### config.mk
export PLATFORM = sky130hd
export DESIGN_NAME = cam_pwr_seq
export DESIGN_NICKNAME = d
export VERILOG_FILES = /design/src/rtl/cam_pwr_seq.sv
export SDC_FILE = /design/constraint.sdc
export NUM_CORES = 1
export LEC_CHECK = 0
export CAP_MARGIN = 20
export CORE_ASPECT_RATIO = 0.8
export CORE_MARGIN = 5
export CORE_UTILIZATION = 56
export CTS_BUF_LIST = sky130_fd_sc_hd__clkbuf_8 sky130_fd_sc_hd__clkbuf_16
export DETAILED_ROUTE_END_ITERATION = 7
export PLACE_DENSITY = 0.77
export SLEW_MARGIN = 5
export SYNTH_ARGS = -nofsm -noshare
export SYNTH_HDL_FRONTEND = slang
export SYNTH_SLANG_ARGS = --single-unit
### constraint.sdc
create_clock -name clk -period 2.19 [get_ports clk]
set_input_delay 0.3285 -clock clk [delete_from_list [all_inputs] [get_ports clk]]
set_output_delay 0.3285 -clock clk [all_outputs]
set_load 0.005 [all_outputs]
### src/rtl/cam_pwr_seq.sv
// Camera sensor power-up sequencer: lock filter, then timed PWDN/RESET release and seq_ready.
// Optional macro CAMSEQ_XCLK_GATE_EN adds cam_xclk_en, which runs the sensor XCLK whenever the FSM has left WAIT_LOCK.
//
// state     | meaning
// ----------+------------------------------------------------------------
// WAIT_LOCK | sensor held off; counting consecutive synchronised lock cycles
// PWDN_HOLD | lock qualified; cam_pwdn still high for T_PWDN cycles
// RST_HOLD  | cam_pwdn low; cam_reset_n still low for T_RST cycles
// INIT_WAIT | cam_reset_n high; sensor internal init for T_INIT cycles
// READY     | sensor may be configured; held until lock loss/restart/reset
module cam_pwr_seq #(
  parameter int unsigned CNT_W     = 16,
  parameter int unsigned LOCK_FILT = 16,
  parameter int unsigned T_PWDN    = 1000,
  parameter int unsigned T_RST     = 1000,
  parameter int unsigned T_INIT    = 20000
) (
  input  logic       clk,
  input  logic       reset_n,
  input  logic       pll_lock,
  input  logic       restart,
  output logic       cam_pwdn,
  output logic       cam_reset_n,
  output logic       seq_ready,
  output logic       lock_lost,
  output logic [2:0] seq_state
`ifdef CAMSEQ_XCLK_GATE_EN
  ,
  output logic       cam_xclk_en
`endif
);

  localparam logic [2:0] ST_WAIT  = 3'd0;
  localparam logic [2:0] ST_PWDN  = 3'd1;
  localparam logic [2:0] ST_RST   = 3'd2;
  localparam logic [2:0] ST_INIT  = 3'd3;
  localparam logic [2:0] ST_READY = 3'd4;

  // A zero-length interval is treated as one cycle.
  function automatic logic [CNT_W-1:0] f_tc(input int unsigned t);
    return (t == 0) ? '0 : CNT_W'(t - 32'd1);
  endfunction

  localparam logic [CNT_W-1:0] TC_FILT = f_tc(LOCK_FILT);
  localparam logic [CNT_W-1:0] TC_PWDN = f_tc(T_PWDN);
  localparam logic [CNT_W-1:0] TC_RST  = f_tc(T_RST);
  localparam logic [CNT_W-1:0] TC_INIT = f_tc(T_INIT);

  logic             r_lock_meta;
  logic             r_lock_s;
  logic [2:0]       r_state;
  logic [CNT_W-1:0] r_cnt;
  logic             r_pwdn;
  logic             r_rstn;
  logic             r_ready;
  logic             r_lost;

  logic [2:0]       w_state_nxt;
  logic [CNT_W-1:0] w_cnt_nxt;
  logic             w_lost_nxt;
  logic             w_lock_loss;
  logic             w_pwdn_nxt;
  logic             w_rstn_nxt;
  logic             w_ready_nxt;

  always_ff @(posedge clk or negedge reset_n) begin
    if (!reset_n) begin
      r_lock_meta <= 1'b0;
      r_lock_s    <= 1'b0;
    end else begin
      r_lock_meta <= pll_lock;
      r_lock_s    <= r_lock_meta;
    end
  end

  // Outputs are registered from the next-state decode so they move with r_state.
  always_ff @(posedge clk or negedge reset_n) begin
    if (!reset_n) begin
      r_state <= ST_WAIT;
      r_cnt   <= '0;
      r_pwdn  <= 1'b1;
      r_rstn  <= 1'b0;
      r_ready <= 1'b0;
      r_lost  <= 1'b0;
    end else begin
      r_state <= w_state_nxt;
      r_cnt   <= w_cnt_nxt;
      r_pwdn  <= w_pwdn_nxt;
      r_rstn  <= w_rstn_nxt;
      r_ready <= w_ready_nxt;
      r_lost  <= w_lost_nxt;
    end
  end

  assign w_lock_loss = !r_lock_s && (r_state inside {ST_PWDN, ST_RST, ST_INIT, ST_READY});

  always_comb begin
    w_state_nxt = r_state;
    w_cnt_nxt   = r_cnt + CNT_W'(1);
    w_lost_nxt  = 1'b0;
    case (r_state)
      ST_WAIT: begin
        if (!r_lock_s) begin
          w_cnt_nxt = '0;
        end else if (r_cnt == TC_FILT) begin
          w_state_nxt = ST_PWDN;
          w_cnt_nxt   = '0;
        end
      end
      ST_PWDN: begin
        if (r_cnt == TC_PWDN) begin
          w_state_nxt = ST_RST;
          w_cnt_nxt   = '0;
        end
      end
      ST_RST: begin
        if (r_cnt == TC_RST) begin
          w_state_nxt = ST_INIT;
          w_cnt_nxt   = '0;
        end
      end
      ST_INIT: begin
        if (r_cnt == TC_INIT) begin
          w_state_nxt = ST_READY;
          w_cnt_nxt   = '0;
        end
      end
      ST_READY: w_cnt_nxt = '0;
      default: begin
        w_state_nxt = ST_WAIT;
        w_cnt_nxt   = '0;
      end
    endcase
    if (restart) begin
      w_state_nxt = ST_WAIT;
      w_cnt_nxt   = '0;
    end
    // Lock loss wins over both restart and a same-cycle advance, and is the only source of the pulse.
    if (w_lock_loss) begin
      w_state_nxt = ST_WAIT;
      w_cnt_nxt   = '0;
      w_lost_nxt  = 1'b1;
    end
  end

  always_comb begin
    w_pwdn_nxt  = 1'b1;
    w_rstn_nxt  = 1'b0;
    w_ready_nxt = 1'b0;
    case (w_state_nxt)
      ST_RST: w_pwdn_nxt = 1'b0;
      ST_INIT: begin
        w_pwdn_nxt = 1'b0;
        w_rstn_nxt = 1'b1;
      end
      ST_READY: begin
        w_pwdn_nxt  = 1'b0;
        w_rstn_nxt  = 1'b1;
        w_ready_nxt = 1'b1;
      end
      default: begin
        w_pwdn_nxt  = 1'b1;
        w_rstn_nxt  = 1'b0;
        w_ready_nxt = 1'b0;
      end
    endcase
  end

`ifdef CAMSEQ_XCLK_GATE_EN
  logic r_xclk;
  logic w_xclk_nxt;

  // XCLK must be running before cam_pwdn falls, so it is enabled from PWDN_HOLD onward.
  assign w_xclk_nxt = (w_state_nxt inside {ST_PWDN, ST_RST, ST_INIT, ST_READY});

  always_ff @(posedge clk or negedge reset_n) begin
    if (!reset_n) r_xclk <= 1'b0;
    else          r_xclk <= w_xclk_nxt;
  end

  assign cam_xclk_en = r_xclk;
`endif

  assign cam_pwdn    = r_pwdn;
  assign cam_reset_n = r_rstn;
  assign seq_ready   = r_ready;
  assign lock_lost   = r_lost;
  assign seq_state   = r_state;

endmodule

**Word-level counts from Yosys, hierarchy flattened**

Index checks and enable logic that the tools add are counted.

- Logic and storage cells: 45
- ROM bits: 0
- Latch bits: 0
- Memories kept: 0
- Bits of input ports: 4
- Bits in writable memories: 0
- Register bits after elaboration: 25
- Output and inout bits: 7

- Multiplexer cells: 19
- Shift operators: 0
- Bitwise logic cells: 0
- Add/sub/neg operators: 1
- Eq/ne operators: 10
- Div/mod/pow operators: 0
- Reduce and logical (&&, ||, !) cells: 7
- Magnitude comparators: 0
- Multipliers: 0

Operator list:

| cell | count |
|---|---|
| $mux W16 | 6 |
| $pmux W16 S3 | 1 |
| $mux W3 | 7 |
| $add A16 B1 Y16 const B | 1 |
| $eq A16 B10 Y1 const B | 1 |
| $eq A16 B15 Y1 const B | 1 |
| $eq A16 B4 Y1 const B | 1 |
| $pmux W3 S5 | 1 |
| $eq A3 B2 Y1 const B | 4 |
| $eq A3 B3 Y1 const B | 2 |
| $mux W1 | 4 |
| $reduce_bool A4 Y1 | 1 |
| $reduce_or A2 Y1 | 2 |
| $eq A3 B1 Y1 const B | 1 |
| $logic_not A3 Y1 | 1 |
| $reduce_or A3 Y1 | 1 |
| $logic_and A1 B1 Y1 | 1 |
| $logic_not A1 Y1 | 1 |

**Depth between registers and ports, before layout**

Gate-level depths: netlist (run 1).

- Depth in word-level cells: 9
- Mapped depth: 7
- Gate-level depth less buffers: 6

**Worst setup path before layout (run 1)**

No wires, ideal clock.

- Path type: flip-flop to flip-flop
- Start: reg r_cnt[0]
- End: reg r_rstn, in the netlist cam_reset_n
- Setup slack: 0.410 ns
- Required time: 2.072 ns
- Library setup time: 0.118 ns
- Period minus slack after synthesis: 1.780 ns
- Stages on the path, launching flop included: 7
- Buffers on the path: 0
- Arrival time: 1.662 ns
- Cells stage by stage: dfrtp_1 -> ha_1 -> and4b_2 -> nand4_2 -> mux2_4 -> a211o_1 -> a21o_1

- Longest elaborated chain between the ends: 9
- Elaborated cells between the ends (all ways): 15
- Classes of those cells: eq/ne: 5; mux: 9; reduce/logical: 1

RTL lines:

| what | line | source |
|---|---|---|
| start: declaration | 52 | `logic [CNT_W-1:0] r_cnt;` |
| start signal: assignment | 87 | `r_cnt <= w_cnt_nxt;` |
| $eq A16 B4 Y1 | 105 | `end else if (r_cnt == TC_FILT) begin` |
| $mux W3 | 105 |  |
| $mux W3 | 103 | `if (!r_lock_s) begin` |
| $pmux W3 S5 (*) | 101 | `case (r_state)` |
| $mux W3 (*) | 134 | `if (restart) begin` |
| $mux W3 (*) | 139 | `if (w_lock_loss) begin` |
| $eq A3 B3 Y1 or $eq A3 B2 Y1 (tied branches) | 150 | `case (w_state_nxt)` |
| $reduce_or A2 Y1 (no source line) (*) | - |  |
| $mux W1 (*) | 150 |  |
| named net w_rstn_nxt | 63 | `logic w_rstn_nxt;` |
| end signal: assignment | 89 | `r_rstn <= w_rstn_nxt;` |
| end: declaration | 54 | `logic r_rstn;` |

The timed path passes the listed nets; every way through them passes the cells marked *.

**Final worst setup path (run 1)**

- Start: reg r_cnt[0]
- End: reg r_cnt[4]

- Longest elaborated chain between the ends: 6
- Elaborated cells between the ends (all ways): 11
- Classes of those cells: add/sub: 1; eq/ne: 3; mux: 7

RTL lines:

| what | line | source |
|---|---|---|
| $add A16 B1 Y16 or $eq A16 B4 Y1 (tied branches) | 99, 105 |  |
| $mux W16 | 105 |  |
| $mux W16 | 103 |  |
| $pmux W16 S3 (*) | 101 |  |
| $mux W16 (*) | 134 |  |
| $mux W16 (*) | 139 |  |
| named net w_cnt_nxt[4] | 59 | `logic [CNT_W-1:0] w_cnt_nxt;` |

Marks and branches as above.

==> run metrics, run 1 <==
run status complete, no violations; buffers from clock root to sink, at most 2; DRC viols 0; Arr. time, crit path 2110 ps; clk_lat worst skew 260 ps; routed wirelength normalized by instance count 14.7 µm; Die Outline Area 3450 µm²; first-pass iteration count of the detailed router 4; total number of vias 952; starting density of the core 59.9%; overall routed net length 2410 µm; total of buffers placed on input and output ports 10; number of nets in the synthesized netlist 131; slew margin rel. between 60% and 70%; Worst Hold Class reg2reg; antenna diode instance count 0; post-layout net count roughly 150; number of synthesized flops with an enable pin 0; number of global-route vias before repair between 900 and 1,000; placed wire-length estimate 1690 µm; final antenna-violating net count 0; startpoint class of the critical path flop; highest cell delay on the worst timing path 400 ps; leakage power total 0.669 nW; required arrival time at the worst endpoint between 2000 and 2500 ps; Setup Total Neg Slack 0 ps; # setup viols final 0; Netlist cell types 42; number of DRC violations after detailed-routing iteration 0 32; Synth Warn # 0; final hold vios 0; post-cts gate resize count 0; power after layout roughly 770 µW; Placeable Area between 2000 and 2500 µm²; fraction of the cycle the final worst path needs 90.1%; boundary pin count 11; highest-delay cell along the critical path sky130_fd_sc_hd__dfrtp_1; largest net degree at the start of global routing 26; Max IR drop VDD 0.000495 V; FFs w/ async S/R, synth 100%; Worst Setup End Kind flop; final critical path time including I/O delays and setup 1970 ps; CTS Root Buffer Type sky130_fd_sc_hd__clkbuf_8; post-synthesis instance area 1330 µm²; global-route usage over all layers 16.6%; TritonCTS buffer count 3; initial antenna violation count 0; number of placement rows 15; category of cells accounting for the largest share of critical-path delay simple AND/OR/NAND/NOR gates; total overflow reported by the global router 0; final count of pins violating max slew 0; global-route wire length before repair 4310 µm; Setup CP Type reg2reg; setup repair after global routing missed its margin false; weighted congestion reported at the end of routability-driven placement 0.821; commonest cells after routing, fill and taps aside sky130_fd_sc_hd__nor2_1 (28), sky130_fd_sc_hd__dfrtp_1 (24), sky130_fd_sc_hd__xor2_1 (11); Pwr Density 515 nW/µm²; CTS clock-pin slew for the worst setup and hold paths 80 ps; cell-by-cell listing of the critical path ha_1, and4_1, and4_4, nor3_2, o21ai_4, nor2_1; post-CTS setup buffers 0; CTS tree built; synthesized flop and latch total 25; most used flip-flop cell after synthesis sky130_fd_sc_hd__dfrtp_1; H-tree lvl count 1; transition time at the pin with the least slew margin around 500 ps; worst-path fanout max 16; commonest non-fill, non-tap cell in the layout sky130_fd_sc_hd__nor2_1; average vias per placed instance 5.80; f_max 507 MHz; relative area change from synthesis to final layout 12.5%; number of hold-repair buffers added at the cts stage 0; Die H around 54 µm; overall die width 64.4 µm; fraction of layout cells with a size suffix above 1 about 15%; number of max-cap violations 0; worst clock skew on the final layout 1.64 ps; portion of the post-synthesis area used by sequential elements 47.3%; clock sinks 25; Buffers & Inverters on Critical Path 0; average size of a mapped cell 10.5 µm²; Gate Count Post-Synth 126
-- worst paths after layout --
check,startpoint,endpoint,slack [ps],cells past startpoint
max,r_cnt[0],r_cnt[4],220,6
min,r_lock_meta,r_lock_s,360,0
max reg2reg,r_cnt[0],r_cnt[4],220,6
min reg2reg,r_lock_meta,r_lock_s,360,0
max in group asynchronous,reset_n,cam_pwdn,1490,2
min in group asynchronous,reset_n,r_cnt[14],410,2
-- per-layer routing --
metal | part of all wire, % | track usage, %
met5 | 0 | 0
met4 | 0.71 | 5.26
met3 | 4.2 | 4.88
met2 | 46 | 26.9
met1 | 49 | 21.5
-- registers in the layout, indices dropped and copies added (netlist names) --
name         flops
cam_pwdn         1
cam_reset_n      1
lock_lost        1
r_cnt           16
r_lock_meta      1
r_lock_s         1
seq_ready        1
seq_state        3
-- power by group --
group          switching [mW]  internal [mW]  total [mW]
logic                  0.0194         0.0123      0.0317
clock network           0.142          0.127       0.269
registers             0.00363          0.465       0.468
-- logic make-up after synthesis --
kind of cell	Yosys count	synth area share (%)
compound gates	11	7.08
xor+xnor	15	9.91
fa+ha+maj	1	0.943
buf+inv	3	1.70
flops	25	47.3
mux	1	1.13
simple gates	70	32.0
-- cells in the mapped netlist, types with 2 or more instances --
cell type                  count  area (µm²)
sky130_fd_sc_hd__nor4b_1       2        17.5
sky130_fd_sc_hd__and4_4        2        22.5
sky130_fd_sc_hd__xor2_1       11        96.3
sky130_fd_sc_hd__dfrtp_1      24         601
sky130_fd_sc_hd__and4_1        2        17.5
sky130_fd_sc_hd__and3_1        2        12.5
sky130_fd_sc_hd__nand2_1       9        33.8
sky130_fd_sc_hd__nand3_1       4        20.0
sky130_fd_sc_hd__nand4_1       5        31.3
sky130_fd_sc_hd__nor2_1       28         105
sky130_fd_sc_hd__o21bai_1      2        15.0
sky130_fd_sc_hd__a21oi_1       2        10.0
sky130_fd_sc_hd__xnor2_1       4        35.0
-- layout make-up --
type | count | area (µm²)
Fill cell | 182 | 722
Multi-Input combinational cell | 98 | 677
Sequential cell | 25 | 627
Timing Repair Buffer | 11 | 108
Clock buffer | 3 | 41.3
Tap cell | 25 | 31.3
Clock inverter | 1 | 5.00
Inverter | 1 | 3.75
-- through the flow --
stage | hold WS [ps] | worst slack, ps | util (%) | cells | area [µm²]
after floorplan | 32.9 | 410 | - | 126 | 1330
after global placement | 334 | 316 | 65.3 | 160 | 1450
after detailed placement | 346 | 267 | 65.3 | 160 | 1450
after CTS | 366 | 207 | 67.4 | 164 | 1490
after global routing | 373 | 62.3 | 67.4 | 164 | 1490
final | 361 | 216 | 67.4 | 164 | 1490
No activity file was read; power rests on OpenSTA's default activity.
==> run 2: changes to the inputs <==
--- a/config.mk
+++ b/config.mk
@@ -12,6 +12,8 @@
 export CTS_BUF_LIST = sky130_fd_sc_hd__clkbuf_8 sky130_fd_sc_hd__clkbuf_16
 export DETAILED_ROUTE_END_ITERATION = 7
 export PLACE_DENSITY = 0.77
+export SETUP_SLACK_MARGIN = 0.4
+export SKIP_CTS_REPAIR_TIMING = 1
 export SLEW_MARGIN = 5
 export SYNTH_ARGS = -nofsm -noshare
 export SYNTH_HDL_FRONTEND = slang
==> run 2 against run 1 <==
  * Clock power hardly changed
  * Global-route usage unchanged
  * Highest routed layer unchanged
  * Critical endpoint is now cam_reset_n
  * Largest cell class unchanged
  * Sequential power is essentially flat
  * Largest power group unchanged
==> run metrics, run 2 (synthesized netlist as in run 1, its figures left out) <==
run status complete, no violations (unchanged); setup repair after global routing missed its margin true (was false); number of flip-flops under the largest register name 16 (unchanged); startpoint class of the critical path flop (unchanged); starting density of the core 59.9% (unchanged); clk_lat worst skew 260 ps (about the same); CTS tree built (unchanged); Die Outline Area 3450 µm² (unchanged); number of cells traversed by the worst hold path 0 (unchanged); Arr. time, crit path 1950 ps (was 2110 ps); Register-to-Register Setup Slack 410 ps (was 220 ps); final critical path time including I/O delays and setup 1780 ps (was 1970 ps); routed wirelength normalized by instance count 15.2 µm (was 14.7 µm); relative area change from synthesis to final layout 19.3% (was 12.5%); TritonCTS buffer count 3 (unchanged); Setup Total Neg Slack 0 ps (unchanged); DRC viols 0 (unchanged); launch point of the worst reg-to-reg path r_cnt[0] (unchanged); largest net degree at the start of global routing 26 (unchanged); destination of the critical timing path cam_reset_n (was r_cnt[4]); post-layout net count 149 (was 145); weighted congestion reported at the end of routability-driven placement 0.821 (unchanged); Setup CP Type reg2reg (unchanged); clock sinks 25 (unchanged); number of DRC violations after detailed-routing iteration 0 57 (was 32); placed wire-length estimate 1690 µm (unchanged); slew margin rel. 69.2% (was 67.1%); R2R Path End cam_reset_n (was r_cnt[4]); CTS clock-pin slew for the worst setup and hold paths 80 ps (about the same); average vias per placed instance 5.83 (was 5.80); fraction of layout cells with a size suffix above 1 23.1% (was 15.1%); Max IR drop VDD 0.000500 V (was 0.000495 V); first-pass iteration count of the detailed router 4 (unchanged); final antenna-violating net count 0 (unchanged); total number of vias 979 (was 952); worst reg-to-reg path cell count 6 (unchanged); H-tree lvl count 1 (unchanged); final core occ 71.5% (was 67.4%); initial antenna violation count 0 (unchanged); commonest non-fill, non-tap cell in the layout sky130_fd_sc_hd__nor2_1 (unchanged); global-route usage over all layers 16.6% (unchanged); Pwr Density 491 nW/µm² (was 515 nW/µm²); overall die width 64.4 µm (unchanged); Cells after DPL 160 (unchanged); total of buffers placed on input and output ports 10 (unchanged); layout filler cell count 165 (was 182); worst clock skew on the final layout 1.78 ps (was 1.64 ps); buffers from clock root to sink, at most 2 (unchanged); launching element of the worst setup path r_cnt[0] (unchanged); overall routed net length 2550 µm (was 2410 µm); post-place instance area 1450 µm² (unchanged); CTS Root Buffer Type sky130_fd_sc_hd__clkbuf_8 (unchanged); number of global-route vias before repair 920 (unchanged); commonest cells after routing, fill and taps aside sky130_fd_sc_hd__nor2_1 (27), sky130_fd_sc_hd__dfrtp_1 (21), sky130_fd_sc_hd__xor2_1 (11) (was sky130_fd_sc_hd__nor2_1 (28), sky130_fd_sc_hd__dfrtp_1 (24), sky130_fd_sc_hd__xor2_1 (11)); Die H 53.5 µm (unchanged); non-filler instance count after layout 168 (was 164); f_max 561 MHz (was 507 MHz); final hold vios 0 (unchanged); antenna diode instance count 0 (unchanged); global-route wire length before repair 4310 µm (unchanged); number of max-cap violations 0 (unchanged); transition time at the pin with the least slew margin 458 ps (was 487 ps); Placeable Area 2210 µm² (unchanged); total overflow reported by the global router 0 (unchanged); number of placement rows 15 (unchanged); worst-path fanout max 5 (was 16); leakage power total 0.664 nW (was 0.669 nW); Worst Setup End Kind flop (unchanged); final count of pins violating max slew 0 (unchanged); Worst Hold Class reg2reg (unchanged); final instance area 1580 µm² (was 1490 µm²); required arrival time at the worst endpoint 2350 ps (was 2330 ps); Largest Register r_cnt (unchanged); fraction of the cycle the final worst path needs 81.4% (was 90.1%); boundary pin count 11 (unchanged); # setup viols final 0 (unchanged)
run 2: cell types whose count changed in the layout (fill, tap and decap cells not counted), sizes merged:
| cell | before | now |
|---|---|---|
| buf | 1 | 5 |
run 2: final cells by class:
| type | instances | area [µm²] | area share [%] |
|---|---|---|---|
| repair buffers | 15 | 150 | 9.49 |
| multi-input cells | 98 | 721 | 45.5 |
| clock inverters | 1 | 5.00 | 0.316 |
| clock buffers | 3 | 41.3 | 2.61 |
| inverters | 1 | 3.75 | 0.237 |
| flip-flops and latches | 25 | 631 | 39.8 |
| well taps | 25 | 31.3 | 1.98 |
run 2: worst min-delay path by stage:
stage	to	slack [ps]	startpoint
3_5_place_dp	r_lock_s	350	r_lock_meta
6_report	r_lock_s	360	r_lock_meta
3_3_place_gp	r_lock_s	330	r_lock_meta
5_1_grt	r_lock_s	370	r_lock_meta
2_1_floorplan	cam_reset_n	30	reset_n
4_1_cts	r_lock_s	370	r_lock_meta
run 2: critical path, stage by stage (launching register included):
cell and delay, ps:
sky130_fd_sc_hd__dfrtp_1 430, sky130_fd_sc_hd__ha_4 190, sky130_fd_sc_hd__and4b_2 250, sky130_fd_sc_hd__nand4_2 110, sky130_fd_sc_hd__mux2_4 330, sky130_fd_sc_hd__a211o_1 230
sky130_fd_sc_hd__a21o_1 150
run 2: metrics by stage:
stage                     hold WS (ps)  total power [mW]  setup slack [ps]
after detailed placement           346             0.510               267
after global placement             334             0.509               316
after CTS                          366             0.778               207
after floorplan                   32.9             0.491               410
final                              362             0.777               407
after global routing               373             0.823               317
run 2: power breakdown:
group	total, mW	switching (mW)	internal (mW)
clock network	0.268	0.141	0.127
logic	0.0403	0.0211	0.0192
registers	0.469	0.00431	0.465
run 2: per-layer routing:
metal | routed length [µm] | up-vias | track usage [%]
met3 | 104 | 4 | 4.88
met2 | 1200 | 18 | 26.9
met4 | 39 | 0 | 5.26
met5 | 0 | - | 0
met1 | 1200 | 479 | 21.5
li1 | - | 478 | -
==> run 3: changes to the inputs <==
==> constraint.sdc (replaced) <==
create_clock -name clk -period 1.8 [get_ports clk]
set_input_delay 0.27 -clock clk [delete_from_list [all_inputs] [get_ports clk]]
set_output_delay 0.27 -clock clk [all_outputs]
set_load 0.005 [all_outputs]
==> run 3 against run 2 <==
  * Final cell count up 6.5%
  * Total power up 22%
  * Critical path depth down 1
  * Critical path type unchanged
  * Largest power group unchanged
==> run metrics, run 3 (synthesized netlist as in run 1, its figures left out) <==
number of flip-flops under the largest register name 16 (unchanged); Worst Hold Class in2async (was reg2reg); Worst Slack Setup Final 7.97 ps (was 407 ps); Setup CP Type reg2reg (unchanged); Max IR drop VDD 0.000444 V (was 0.000500 V); global-route usage over all layers 16.8% (was 16.6%); Pwr Density 566 nW/µm² (was 491 nW/µm²); CTS clock-pin slew for the worst setup and hold paths 90 ps (was 80 ps); weighted congestion reported at the end of routability-driven placement 0.833 (was 0.821); non-filler instance count after layout 179 (was 168); run status complete, no violations (unchanged); startpoint class of the critical path flop (unchanged); Die H 53.5 µm (unchanged); layout filler cell count 139 (was 165); H-tree lvl count 1 (unchanged); Placeable Area 2210 µm² (unchanged); largest net degree at the start of global routing 26 (unchanged); CTS tree built (unchanged); CTS Root Buffer Type sky130_fd_sc_hd__clkbuf_8 (unchanged); worst clock skew on the final layout 4.38 ps (was 1.78 ps); starting density of the core 59.9% (unchanged); clock sinks 25 (unchanged); slew margin rel. 70.6% (was 69.2%); clk_lat worst skew 260 ps (about the same); number of placement rows 15 (unchanged); required arrival time at the worst endpoint 1960 ps (was 2350 ps); worst-path fanout max 4 (was 5); TritonCTS buffer count 3 (unchanged); commonest cells after routing, fill and taps aside sky130_fd_sc_hd__nor2_1 (27), sky130_fd_sc_hd__dfrtp_1 (20), sky130_fd_sc_hd__buf_4 (14) (was sky130_fd_sc_hd__nor2_1 (27), sky130_fd_sc_hd__dfrtp_1 (21), sky130_fd_sc_hd__xor2_1 (11)); boundary pin count 11 (unchanged); Arr. time, crit path 1960 ps (was 1950 ps); final core occ 75.9% (was 71.5%); DRC viols 0 (unchanged); commonest non-fill, non-tap cell in the layout sky130_fd_sc_hd__nor2_1 (unchanged); final antenna-violating net count 0 (unchanged); Cells after DPL 171 (was 160); Largest Register r_cnt (unchanged); overall die width 64.4 µm (unchanged); overall routed net length 2780 µm (was 2550 µm); final count of pins violating max slew 0 (unchanged); number of max-cap violations 0 (unchanged); post-placement worst setup slack 22.1 ps (was 267 ps); fraction of the cycle the final worst path needs 99.6% (was 81.4%); initial antenna violation count 0 (unchanged); power after layout 952 µW (was 777 µW); setup repair after global routing missed its margin true (unchanged); total of buffers placed on input and output ports 10 (unchanged); transition time at the pin with the least slew margin 434 ps (was 458 ps); total overflow reported by the global router 0 (unchanged); # setup viols final 0 (unchanged); Die Outline Area 3450 µm² (unchanged); buffers from clock root to sink, at most 2 (unchanged); total number of vias 1,035 (was 979); first-pass iteration count of the detailed router 4 (unchanged); placed wire-length estimate 1940 µm (was 1690 µm); final hold vios 0 (unchanged); leakage power total 0.803 nW (was 0.664 nW); post-layout net count 160 (was 149); relative area change from synthesis to final layout 26.7% (was 19.3%); number of global-route vias before repair 974 (was 920); worst hold slack 366 ps (was 362 ps); average vias per placed instance 5.78 (was 5.83); global-route wire length before repair 4400 µm (was 4310 µm); fraction of layout cells with a size suffix above 1 27.9% (was 23.1%); Worst Setup End Kind flop (unchanged); final critical path time including I/O delays and setup 1790 ps (was 1780 ps); antenna diode instance count 0 (unchanged); f_max 558 MHz (was 561 MHz); number of DRC violations after detailed-routing iteration 0 61 (was 57); routed wirelength normalized by instance count 15.6 µm (was 15.2 µm)
run 3: per-layer routing:
layer / GRT usage, % / up-vias / share of wire [%]
met3: 4.46 / 4 / 3.8
met5: 0 / - / 0
met2: 27.7 / 19 / 47
met4: 4.21 / 0 / 1.2
li1: - / 501 / -
met1: 22.2 / 511 / 48
run 3: layout make-up:
| cell class | instances | area (µm²) | area share [%] |
|---|---|---|---|
| multi-input cells | 98 | 713 | 42.4 |
| flip-flops and latches | 25 | 632 | 37.6 |
| repair buffers | 26 | 251 | 15.0 |
| clock buffers | 3 | 41.3 | 2.46 |
| well taps | 25 | 31.3 | 1.86 |
| clock inverters | 1 | 7.51 | 0.447 |
| inverters | 1 | 3.75 | 0.223 |
run 3: report_power, final:
part	internal, mW	total [mW]	switching (mW)
Combinational	0.0261	0.0540	0.0279
Clock	0.157	0.328	0.171
Sequential	0.565	0.570	0.00471
Total	0.748	0.952	0.204
run 3: worst max-delay path, stage by stage (launching register included):
cell	delay (ps)
sky130_fd_sc_hd__dfrtp_2	460
sky130_fd_sc_hd__nor4_4	380
sky130_fd_sc_hd__nand4_2	140
sky130_fd_sc_hd__mux2_4	330
sky130_fd_sc_hd__a211o_1	230
sky130_fd_sc_hd__a21o_1	150
run 3: per-stage QoR:
| stage | setup TNS [ps] | cell area, µm² |
|---|---|---|
| finish | 0 | 1680 |
| global route | -346 | 1680 |
| CTS | 0 | 1600 |
| detailed placement | 0 | 1550 |
| global placement | 0 | 1550 |
| floorplan | 0 | 1340 |
run 3: path summary, 6_finish.rpt:
check / startpoint / to / slack [ps] / depth (start not counted)
max reg2reg: r_cnt[4] / cam_reset_n / 8 / 5
max in group asynchronous: reset_n / cam_pwdn / 1150 / 2
min reg2reg: r_lock_meta / r_lock_s / 370 / 0
min: reset_n / r_cnt[12] / 370 / 2
max: r_cnt[4] / cam_reset_n / 8 / 5
min in group clk: r_lock_meta / r_lock_s / 370 / 0
